File: src/rtl/io_cfg_sequencer.sv
// Config-bus write sequencer: queues {addr,data} requests in a 4-entry FIFO and plays each one
// onto the io1bit broadcast bus with data settled one cycle before and after the address window.
module io_cfg_sequencer #(
  parameter int unsigned HOLD_CYCLES = 2,
  parameter logic [31:0] IDLE_ADDR   = 32'hFFFF_FFFF
) (
  input  logic        clk,
  input  logic        reset,
  input  logic        req_valid,
  output logic        req_ready,
  input  logic [31:0] req_addr,
  input  logic [31:0] req_data,
  output logic [31:0] config_addr,
  output logic [31:0] config_data,
  output logic        busy,
  output logic [7:0]  wr_count
);

  typedef enum logic [1:0] {StIdle, StSetup, StHold, StRecover} state_e;

  state_e      state_q, state_d;
  logic [3:0]  hold_cnt_q, hold_cnt_d;
  logic [31:0] addr_q, addr_d;
  logic [31:0] data_q, data_d;
  logic [7:0]  wr_count_q, wr_count_d;
  logic [31:0] cfg_addr_q, cfg_addr_d;
  logic [31:0] cfg_data_q, cfg_data_d;

  logic [63:0] fifo_q [4];
  logic [1:0]  wr_ptr_q, rd_ptr_q;
  logic [2:0]  count_q;
  logic        push, pop;

  assign req_ready = (count_q != 3'd4);
  assign push      = req_valid && req_ready;
  assign pop       = (state_q == StIdle) && (count_q != 3'd0);

  // Storage needs no reset: occupancy and pointers decide what is valid.
  always_ff @(posedge clk) begin
    if (push) fifo_q[wr_ptr_q] <= {req_addr, req_data};
  end

  always_ff @(posedge clk) begin
    if (reset) begin
      wr_ptr_q <= 2'd0;
      rd_ptr_q <= 2'd0;
      count_q  <= 3'd0;
    end else begin
      if (push) wr_ptr_q <= wr_ptr_q + 2'd1;
      if (pop)  rd_ptr_q <= rd_ptr_q + 2'd1;
      case ({push, pop})
        2'b10:   count_q <= count_q + 3'd1;
        2'b01:   count_q <= count_q - 3'd1;
        default: count_q <= count_q;
      endcase
    end
  end

  always_comb begin
    state_d    = state_q;
    hold_cnt_d = hold_cnt_q;
    addr_d     = addr_q;
    data_d     = data_q;
    wr_count_d = wr_count_q;
    unique case (state_q)
      StIdle: begin
        if (pop) begin
          addr_d  = fifo_q[rd_ptr_q][63:32];
          data_d  = fifo_q[rd_ptr_q][31:0];
          state_d = StSetup;
        end
      end
      StSetup: begin
        hold_cnt_d = 4'(HOLD_CYCLES - 1);
        state_d    = StHold;
      end
      StHold: begin
        if (hold_cnt_q == 4'd0) state_d = StRecover;
        else                    hold_cnt_d = hold_cnt_q - 4'd1;
      end
      StRecover: begin
        wr_count_d = wr_count_q + 8'd1;
        state_d    = StIdle;
      end
      default: state_d = StIdle;
    endcase

    // Bus registers are loaded with the values belonging to the state being entered.
    cfg_addr_d = IDLE_ADDR;
    cfg_data_d = 32'h0;
    case (state_d)
      StSetup:   cfg_data_d = data_d;
      StHold: begin
        cfg_addr_d = addr_d;
        cfg_data_d = data_d;
      end
      StRecover: cfg_data_d = data_d;
      default: ;
    endcase
  end

  always_ff @(posedge clk) begin
    if (reset) begin
      state_q    <= StIdle;
      hold_cnt_q <= 4'd0;
      addr_q     <= 32'h0;
      data_q     <= 32'h0;
      wr_count_q <= 8'd0;
      cfg_addr_q <= IDLE_ADDR;
      cfg_data_q <= 32'h0;
    end else begin
      state_q    <= state_d;
      hold_cnt_q <= hold_cnt_d;
      addr_q     <= addr_d;
      data_q     <= data_d;
      wr_count_q <= wr_count_d;
      cfg_addr_q <= cfg_addr_d;
      cfg_data_q <= cfg_data_d;
    end
  end

  assign config_addr = cfg_addr_q;
  assign config_data = cfg_data_q;
  assign wr_count    = wr_count_q;
  assign busy        = (state_q != StIdle) || (count_q != 3'd0);

endmodule
File: config.mk
export PLATFORM = sky130hd
export DESIGN_NAME = io_cfg_sequencer
export DESIGN_NICKNAME = d
export VERILOG_FILES = /design/src/rtl/io_cfg_sequencer.sv
export SDC_FILE = /design/constraint.sdc
export NUM_CORES = 1
export LEC_CHECK = 0
export BUFFER_PORTS_ARGS = -buffer_cell sky130_fd_sc_hd__buf_2
export CORE_AREA = 8 8 180 224
export CTS_CLUSTER_DIAMETER = 150
export DETAILED_ROUTE_END_ITERATION = 7
export DIE_AREA = 0 0 188 232
export PLACE_DENSITY = 0.65
export SLEW_MARGIN = 10
export SYNTH_ARGS = -nofsm -noshare
export SYNTH_HDL_FRONTEND = slang
export SYNTH_SLANG_ARGS = --single-unit
export TNS_END_PERCENT = 10
File: constraint.sdc
create_clock -name clk -period 7.71 [get_ports clk]
set_input_delay 1.542 -clock clk [delete_from_list [all_inputs] [get_ports clk]]
set_output_delay 1.542 -clock clk [all_outputs]
set_load 0.01 [all_outputs]
[Yosys cells after proc, flatten, opt, wreduce, memory -nomap -nowiden]
Memories as Yosys holds them, arrays and structs flattened. A register that Yosys moved wholly into a read port is not among the register bits.
Cells that the tools add are included.
Word-level totals
  register bits: 149
  latch bits: 0
  bits in writable memories: 256
  bits in read-only memories: 0
  bits of input ports: 67
  output and inout port bits: 74
  word-level logic and storage cells: 56
  memories: 1
Memories
  fifo_q: depth 4, bits a word 64, rd ports 1, clocked after memory_dff 1, write ports 1, line 29  | logic [63:0] fifo_q [4];
Cells by class
  $add $sub $neg: 6
  multiply operators: 0
  div/mod/pow operators: 0
  $lt $le $gt $ge: 0
  equality and inequality tests: 10
  shift-type cells: 0
  multiplexer cells: 14
  bitwise gates (word level): 2
  reductions and logical operators: 13
Operators by type and width (number)
  2-to-1 mux 32 bit: 4
  == test 2 bit (second input constant): 5
  adder 8 x 1 -> 8 bit (second input constant): 1
  2-to-1 mux 2 bit: 4
  one-hot mux 2 bit (4 select lines): 1
  one-hot mux 4 bit (2 select lines): 1
  == test 2 x 1 -> 1 bit (second input constant): 3
  one-hot mux 3 bit (2 select lines): 1
  nonzero test 2 bit: 3
  adder 2 x 1 -> 2 bit (second input constant): 2
  logical NOT 4 bit: 1
  2-to-1 mux 4 bit: 1
  OR reduction 2 bit: 2
  subtractor 4 x 1 -> 4 bit (second input constant): 1
  adder 3 x 1 -> 3 bit (second input constant): 1
  != test 3 bit (second input constant): 1
  nonzero test 3 bit: 1
  OR reduction 3 bit: 1
  subtractor 3 x 1 -> 3 bit (second input constant): 1
  logical AND 1 bit: 2
  logical NOT 2 bit: 1
  2-to-1 mux 1 bit: 2
  != test 2 bit (second input constant): 1
  inverter 1 bit: 2
  2 further kinds: 2

[Depth between registers and ports, before layout]
Gate-level depths: netlist of run 1.
  depth in word-level cells: 8
  gate-level depth with buffers: 12
  depth with buffers taken out: 10

[Least setup slack after synthesis of run 1]
OpenSTA, ideal clock, no wires.
  kind: input port to flip-flop
  start point: input port req_valid
  end point: memory fifo_q[0][0], enable pin
  library setup time: 0.429 ns
  arrival: 3.346 ns
  data required time: 7.281 ns
  setup slack: 3.935 ns
  stages on the path: 2
  path buffers: 1
  cells stage by stage: buf_1 -> and3_1
Between the ends
  longest elaborated chain between the ends: 3
Ends and longest elaborated chain
  start: declaration: line 9  | input logic req_valid,
  logical AND 1 bit: line 35  | assign push = req_valid && req_ready;
  2-to-1 mux 1 bit: line 40  | if (push) fifo_q[wr_ptr_q] <= {req_addr, req_data};
  2-to-1 mux 1 bit (not written as such): line 40
  end: declaration: line 29
No other way between the ends.

[Final worst setup path of run 1]
  start point: register count_q[2]
  end point: output port req_ready
Between the ends
  longest elaborated chain between the ends: 1
Ends and longest elaborated chain
  start: declaration: line 31  | logic [2:0] count_q;
  start signal: assignment: line 52  | 2'b10: count_q <= count_q + 3'd1;
  start signal: assignment: line 53  | 2'b01: count_q <= count_q - 3'd1;
  start signal: assignment: line 54  | default: count_q <= count_q;
  != test 3 bit: line 34  | assign req_ready = (count_q != 3'd4);
  end: declaration: line 10  | output logic req_ready,
No other way between the ends.

==> flow_metrics.env, run 1 <==
export IMPL_ant_nets=0
export IMPL_synthTopCellsByArea="edfxtp_1 52%, dfxtp_1 20%, mux4_2 9.7%"
export IMPL_drcViolationCount=0
export IMPL_hpwlAfterDp_mm=17.04
export IMPL_rows=79
export IMPL_die_y_um=232
export IMPL_numCtsBuffers=40
export IMPL_seq_area_frac_synth=0.7229
export IMPL_insertion_delay_ns=0.54
export IMPL_hold_violations=0
export IMPL_ir_drop_mv=0.3797
export IMPL_fill_cells=3169
export IMPL_min_to="data_q[30]"
export IMPL_timing_rr_end="config_data[1]"
export IMPL_htree_num_levels=2
export IMPL_die_w_um=188
export IMPL_path_clk_slew_ns=0.06
export IMPL_clock_fmax_mhz=303.4
export IMPL_end_kind="primary output"
export IMPL_post_synth_num_cell_types=46
export IMPL_synth_nets=975
export IMPL_p_total_mw=6.553
export IMPL_rsz0062_at_grt="false"
export IMPL_fin_crit_ns=3.296
export IMPL_postCtsSetupRepairBufs=0
export IMPL_gr_total_overflow=0
export IMPL_area_growth_pct=16.41
export IMPL_synth_cells=895
export IMPL_reg2reg_from="state_q[0]"
export IMPL_worstPathRequired_ns=6.17
export IMPL_path_class="reg -> out"
export IMPL_ys_ff_latch=407
export IMPL_cts_hold_buf=0
export IMPL_grt_max_degree=67
export IMPL_async_reset_ff_frac=0
export IMPL_yosys_top_cells_count="256 x edfxtp_1, 151 x dfxtp_1, 100 x nand2_1"
export IMPL_slew_viol_final=0
export IMPL_hp_start="data_q[30]"
export IMPL_ff2ff_path_depth=7
export IMPL_synthFlopType="edfxtp_1"
export IMPL_yosys_warnings=0
export IMPL_root_buffer="clkbuf_16"
export IMPL_synth_area_leader_cell="edfxtp_1"
export IMPL_start_util=0.4019
export IMPL_drt_iter0_markers=404
export IMPL_drtPass1Iterations=4
export IMPL_gp_congestion=0.7256
export IMPL_worstPathArrival_ns=1.75
export IMPL_synth_area_sq_um=14820
export IMPL_power_density_nw_per_um2=379.9
export IMPL_cts_tree="done"
export IMPL_detail_route_wirelength_mm=29.88
export IMPL_antenna_found_initial=7
export IMPL_maxCapViolCount=0
export IMPL_p_leak_nw=5.869
export IMPL_synth_most_common_cell="edfxtp_1"
export IMPL_tns_ns=0
export IMPL_finalCritPeriodShare=0.4276
export IMPL_die_area_sq_um=43620
export IMPL_coreArea_sq_um=36870
export IMPL_multi_input_area_sq_um=3787
export IMPL_layout_drive_gt1_share=0.2997
export IMPL_ff_latch_area_sq_um=10720
export IMPL_tightest_slew_ns=1.074
export IMPL_nets=1109
export IMPL_rrSetupSlack_ns=5.20
export IMPL_cp_start_kind="flip-flop"
export IMPL_hold_ws_ns=0.4544
export IMPL_setup_violations_final=0
export IMPL_clock_tree_buffer_depth=3
export IMPL_io_pin_count=141
export IMPL_max_slew_margin=0.2841
export IMPL_cts_resized=0
export IMPL_hold_depth=2
export IMPL_path_max_fanout=10
export IMPL_grt_pass1_vias=8216
export IMPL_wl_per_cell_um=19.25
export IMPL_grtUsageTotal=0.1363
export IMPL_portBuffers=140
export IMPL_yosys_area_top_type_share=0.5188
export IMPL_cts_sinks=407
export IMPL_grt_pass1_wl_mm=46.71
export IMPL_status="completed"
export IMPL_syn_mean_instance_area_sq_um=16.55
export IMPL_hold_path_class="reg -> reg"
export IMPL_vias_per_cell=5.074
export IMPL_synth_edff_count=256
export IMPL_via_count=7875
export IMPL_finalClockSkew_ns=0.01768
==> routing by layer <==
| layer | GRT usage | wire (um) |
|---|---|---|
| met5 | 0 | 47 |
| met4 | 0.04783 | 650 |
| met3 | 0.03335 | 1554 |
| met2 | 0.2429 | 15360 |
| met1 | 0.1580 | 12260 |
==> kinds of logic after synthesis <==
group                    synth area share
AO/OA/AOI/OAI                     0.05616
XOR/XNOR                         0.004138
adder cells (fa/ha/maj)           0.01148
buffers and inverters             0.02398
flip-flops                         0.7229
multiplexers                       0.1196
AND/OR/NAND/NOR                   0.06181
==> cells in the final DEF (no fill, tap or decap), drive strengths merged, types with 9 or more instances in the layout <==
master,n
dfxtp,151
inv,11
buf,150
a221oi,32
nand2,100
clkbuf,58
nand3,38
nor2,45
mux4,64
ha,12
a21oi,44
clkinv,15
edfxtp,256
o21ai,9
mux2i,33
==> worst max-delay path by stage <==
stage / start / end / depth (start not counted) / slack (ns)
2_1_floorplan: req_valid / fifo_q[0][0] / 2 / 3.94
3_3_place_gp: reset / config_addr[8] / 5 / 4.41
3_5_place_dp: reset / config_addr[17] / 5 / 4.35
4_1_cts: count_q[2] / req_ready / 2 / 4.41
5_1_grt: count_q[2] / req_ready / 2 / 4.34
6_report: count_q[2] / req_ready / 2 / 4.41
==> sequential cells by signal, summed over array words and instances (netlist names), named ones only <==
register,count
fifo_q,256
config_data,32
addr_q,32
hold_cnt_q,4
count_q,3
config_addr,32
rd_ptr_q,2
state_q,2
wr_count,8
wr_ptr_q,2
data_q,32
==> worst max-delay path: stages (launching register included) <==
cell and delay (ns):
dfxtp_1 0.49, or3b_1 0.53, buf_2 0.21
==> report_power, final <==
part           switching [mW]  internal, mW  leakage [nW]
Combinational            1.05         0.672          1.65
Sequential              0.201          2.74          3.58
Clock                   0.789          1.10         0.639
==> area by class of cell <==
type                       instances  area share
sequential                       407      0.6214
multi-input combinational        418      0.2196
clock buffer                      58     0.06848
timing repair buffer             150     0.04512
tap                              486     0.03526
clock inverter                    16    0.006746
inverter                          12    0.002684
antenna                            5   0.0007254
==> metrics by stage <==
| step | cells | utilization | setup WS (ns) | instance area (sq um) |
|---|---|---|---|---|
| final | 1552 | 0.4678 | 4.414 | 17250 |
| after global routing | 1548 | 0.4675 | 4.340 | 17240 |
| after CTS | 1547 | 0.4675 | 4.407 | 17240 |
| after detailed placement | 1473 | 0.4323 | 4.349 | 15940 |
| after global placement | 1473 | 0.4323 | 4.413 | 15940 |
| after floorplan | 895 | - | 3.935 | 14820 |
Note: power is estimated with default switching activity, not from simulation.
==> run 2, diff against run 1 <==
--- a/config.mk
+++ b/config.mk
@@ -10,7 +10,7 @@
 export CTS_CLUSTER_DIAMETER = 150
 export DETAILED_ROUTE_END_ITERATION = 7
 export DIE_AREA = 0 0 188 232
-export PLACE_DENSITY = 0.65
+export PLACE_DENSITY = 0.67
 export SLEW_MARGIN = 10
 export SYNTH_ARGS = -nofsm -noshare
 export SYNTH_HDL_FRONTEND = slang
==> constraint.sdc (replaced) <==
create_clock -name clk -period 3 [get_ports clk]
set_input_delay 0.6 -clock clk [delete_from_list [all_inputs] [get_ports clk]]
set_output_delay 0.6 -clock clk [all_outputs]
set_load 0.01 [all_outputs]
==> run 2 against run 1 <==
  * Routed wire length shrank 1.3%
  * Critical endpoint is now count_q[2]
  * Design area up 1.5%
  * Total power rose to 2.6 times the previous value
==> flow_metrics.env, run 2 (synthesis gave the netlist of run 1 again) <==
export IMPL_cts_tree="done"
export IMPL_grt_pass1_vias=8017
export IMPL_tightest_slew_ns=0.7420
export IMPL_tns_ns=0
export IMPL_fin_crit_ns=2.382
export IMPL_hpwlAfterDp_mm=18.03
export IMPL_ff_latch_area_sq_um=10720
export IMPL_ir_drop_mv=1.061
export IMPL_worstPathArrival_ns=2.84
export IMPL_htree_num_levels=2
export IMPL_portBuffers=140
export IMPL_clock_fmax_mhz=419.8
export IMPL_hold_path_class="in -> reg"
export IMPL_die_area_sq_um=43620
export IMPL_insertion_delay_ns=0.53
export IMPL_top_register="fifo_q"
export IMPL_slew_viol_final=0
export IMPL_cts_resized=0
export IMPL_drtPass1Iterations=4
export IMPL_p_leak_nw=5.983
export IMPL_gp_congestion=0.7259
export IMPL_root_buffer="clkbuf_16"
export IMPL_antenna_found_initial=4
export IMPL_max_slew_margin=0.5054
export IMPL_layout_drive_gt1_share=0.3120
export IMPL_vias_per_cell=5.028
export IMPL_drt_iter0_markers=329
export IMPL_final_common_cell="edfxtp_1"
export IMPL_end_kind="flip-flop"
export IMPL_cts_hold_buf=0
export IMPL_die_w_um=188
export IMPL_rows=79
export IMPL_nets=1116
export IMPL_io_pin_count=141
export IMPL_grt_pass1_wl_mm=46.09
export IMPL_ant_nets=0
export IMPL_status="completed"
export IMPL_die_y_um=232
export IMPL_postCtsSetupRepairBufs=0
export IMPL_area_growth_pct=18.17
export IMPL_hold_violations=0
export IMPL_rsz0062_at_grt="false"
export IMPL_path_clk_slew_ns=0.06
export IMPL_setup_violations_final=0
export IMPL_cts_sinks=407
export IMPL_multi_input_area_sq_um=3787
export IMPL_drcViolationCount=0
export IMPL_power_density_nw_per_um2=987.3
export IMPL_maxCapViolCount=0
export IMPL_via_count=7808
export IMPL_detail_route_wirelength_mm=29.49
export IMPL_finalCritPeriodShare=0.7941
export IMPL_largest_reg_flops=256
export IMPL_cp_start_kind="flip-flop"
export IMPL_hold_ws_ns=0.2805
export IMPL_wl_per_cell_um=18.99
export IMPL_gr_total_overflow=0
export IMPL_rrSetupSlack_ns=0.62
export IMPL_coreArea_sq_um=36870
export IMPL_grt_max_degree=106
export IMPL_grtUsageTotal=0.1344
export IMPL_clock_tree_buffer_depth=3
export IMPL_fill_cells=3115
export IMPL_path_class="reg -> reg"
export IMPL_start_util=0.4019
export IMPL_path_max_fanout=10
export IMPL_final_cell_mix="256 x edfxtp_1, 149 x dfxtp_1, 139 x buf_2"
export IMPL_numCtsBuffers=39
export IMPL_finalClockSkew_ns=0.01324
export IMPL_worstPathRequired_ns=3.46
run 2: changes by cell type in the layout (fill, tap and decap cells not counted), sizes merged:
| cell | previous run | this run |
|---|---|---|
| buf | 150 | 158 |
| clkinv | 15 | 7 |
| clkinvlp | 1 | 3 |
| inv | 11 | 15 |
| bufinv | 1 | 6 |
| diode | 5 | 3 |
| clkbuf | 58 | 50 |
run 2: power by group:
part	switching, mW	total, mW	internal, mW
sequential	0.461	7.49	7.03
combinational	2.74	4.57	1.83
clock	2.07	5.22	3.16
run 2: per-stage QoR:
step	area [sq um]	setup WS (ns)	power, mW	util	std cells
after floorplan	14820	0.1368	10.85	-	895
after global placement	16120	0.6737	12.19	0.4373	1481
after detailed placement	16120	0.6375	12.28	0.4373	1481
after CTS	17500	0.6222	17.53	0.4747	1550
after global routing	17500	0.4382	18.19	0.4747	1550
final	17510	0.6177	17.29	0.4749	1553
run 2: area by class of cell:
type,count,area share
multi-input cells,418,0.2163
clock inverters,19,0.01508
flip-flops and latches,407,0.6121
diodes,3,0.0004288
repair buffers,158,0.05502
inverters,12,0.002644
well taps,486,0.03473
clock buffers,50,0.06367
run 2: path summary, 6_finish.rpt:
kind                    to  cells past startpoint    startpoint
min reg2reg     data_q[23]                      2    data_q[23]
min          fifo_q[3][54]                      1  req_addr[22]
max             count_q[2]                      8    count_q[2]
max reg2reg     count_q[2]                      8    count_q[2]
run 2: routing by layer:
layer  wire (um)  global-route usage  up-vias
met5          36                   0        -
met4         714             0.04536        6
met3        1249             0.03110       54
met2       15490              0.2425      128
met1       12000              0.1549     3937
li1            -                   -     3683
run 2: worst max-delay path: stages, from the launching register on:
cell	delay, ns
dfxtp_1	0.44
or3b_1	0.53
nand2_1	0.13
ha_1	0.18
inv_1	0.06
fa_1	0.37
xor2_1	0.16
or3_1	0.31
a21oi_1	0.14
==> run 3, diff against run 2 <==
==> constraint.sdc (replaced) <==
create_clock -name clk -period 2.1 [get_ports clk]
set_input_delay 0.42 -clock clk [delete_from_list [all_inputs] [get_ports clk]]
set_output_delay 0.42 -clock clk [all_outputs]
set_load 0.01 [all_outputs]
==> run 3 against run 2 <==
  * Global-route usage rose by 0.43 points
  * Design area grew 1.9%
  * Non-clock buffer count rose by 15
  * Cell count rose by 1.2%
  * Clock skew fell by 0.0027 ns
  * Highest routed layer unchanged
==> flow_metrics.env, run 3 (synthesis gave the netlist of run 1 again) <==
export IMPL_end_kind="primary output"
export IMPL_tightest_slew_ns=0.6692
export IMPL_wl_per_cell_um=19.24
export IMPL_worstPathArrival_ns=1.62
export IMPL_hpwlAfterDp_mm=18.74
export IMPL_cts_hold_buf=0
export IMPL_hold_path_class="in -> reg"
export IMPL_numCtsBuffers=40
export IMPL_detail_route_wirelength_mm=30.24
export IMPL_grt_max_degree=96
export IMPL_area_growth_pct=20.44
export IMPL_slowest_stage="or3b_4"
export IMPL_drtPass1Iterations=6
export IMPL_layout_drive_gt1_share=0.3321
export IMPL_max_slew_margin=0.5538
export IMPL_maxCapViolCount=0
export IMPL_insertion_delay_ns=0.53
export IMPL_final_core_util=0.4840
export IMPL_die_w_um=188
export IMPL_antenna_found_initial=7
export IMPL_io_pin_count=141
export IMPL_die_area_sq_um=43620
export IMPL_path_clk_slew_ns=0.06
export IMPL_grtUsageTotal=0.1387
export IMPL_slew_viol_final=0
export IMPL_p_leak_nw=6.109
export IMPL_path_class="reg -> out"
export IMPL_path_max_fanout=9
export IMPL_tns_ns=0
export IMPL_grt_pass1_wl_mm=47.60
export IMPL_ir_drop_mv=1.312
export IMPL_root_buffer="clkbuf_16"
export IMPL_ant_nets=0
export IMPL_htree_num_levels=2
export IMPL_drcViolationCount=0
export IMPL_setup_violations_final=0
export IMPL_status="completed"
export IMPL_clock_fmax_mhz=489.0
export IMPL_drt_iter0_markers=370
export IMPL_rows=79
export IMPL_cp_start_kind="flip-flop"
export IMPL_crit_chain="or3b_4, buf_4, buf_2"
export IMPL_place_ws_ns=0.06768
export IMPL_cts_sinks=407
export IMPL_via_count=7928
export IMPL_grt_pass1_vias=8410
export IMPL_rsz0062_at_grt="true"
export IMPL_final_cell_mix="256 x edfxtp_1, 146 x dfxtp_1, 139 x buf_2"
export IMPL_power_density_nw_per_um2=1424
export IMPL_top_register="fifo_q"
export IMPL_clock_tree_buffer_depth=3
export IMPL_hold_violations=0
export IMPL_vias_per_cell=5.043
export IMPL_gr_total_overflow=0
export IMPL_fin_crit_ns=2.045
export IMPL_worstPathRequired_ns=1.68
export IMPL_largest_reg_flops=256
export IMPL_p_total_mw=25.41
export IMPL_nets=1132
export IMPL_path_delay_family="simple AND/OR/NAND/NOR gates"
export IMPL_finalClockSkew_ns=0.01050
export IMPL_start_util=0.4019
export IMPL_fin_ws_ns=0.05510
export IMPL_final_common_cell="edfxtp_1"
export IMPL_die_y_um=232
export IMPL_crit_buf_inv=2
export IMPL_portBuffers=140
export IMPL_finalCritPeriodShare=0.9738
export IMPL_cts_tree="done"
export IMPL_gp_congestion=0.7017
export IMPL_slowest_delay_ns=0.38
export IMPL_coreArea_sq_um=36870
==> run 3: cell count changes in the layout (fill, tap and decap cells not counted), sizes merged <==
cell,previous run,this run
buf,158,173
clkinvlp,3,6
bufinv,6,8
clkinv,7,9
inv,15,13
diode,3,2
==> run 3: layout make-up <==
type,count,area (sq um)
fill,3111,19020
sequential,407,10730
multi-input combinational,418,3824
timing repair buffer,173,1189
clock buffer,50,1100
tap,486,608.1
clock inverter,24,344.1
inverter,12,48.80
antenna,2,5.005
==> run 3: where the power goes <==
part / switching [mW] / internal (mW) / total (mW)
registers: 0.554 / 10.1 / 10.6
clock network: 2.95 / 4.73 / 7.67
logic: 4.15 / 2.98 / 7.13
==> run 3: path summary, 6_finish.rpt <==
path | from | to | slack, ns | depth (start not counted)
worst max-delay path | count_q[2] | req_ready | 0.06 | 3
worst min-delay path | req_addr[26] | fifo_q[0][58] | 0.1 | 1
worst max register to register | count_q[2] | count_q[2] | 0.06 | 8
worst min register to register | data_q[28] | data_q[28] | 0.45 | 2
==> run 3: metal layers <==
metal / up-vias / track usage / share of wire
met4: 8 / 0.04463 / 0.023
met1: 4001 / 0.1636 / 0.42
met5: - / 0 / 0.0015
met2: 156 / 0.2459 / 0.51
met3: 53 / 0.03335 / 0.044
li1: 3710 / - / -
==> run 3: metrics by stage <==
stage,hold slack [ns],instance area (sq um),cells
6_report,0.09672,17840,1572
3_3_place_gp,0.4413,16380,1495
3_5_place_dp,0.4465,16380,1495
4_1_cts,0.06962,17830,1569
2_1_floorplan,0.4299,14890,895
5_1_grt,0.07436,17840,1572
==> run 3: timing repair <==
item | in CTS | in global routing
endpoints found under the setup margin | 1 | 2
setup buffers | 0 | 1
gates resized for setup | 1 | 2
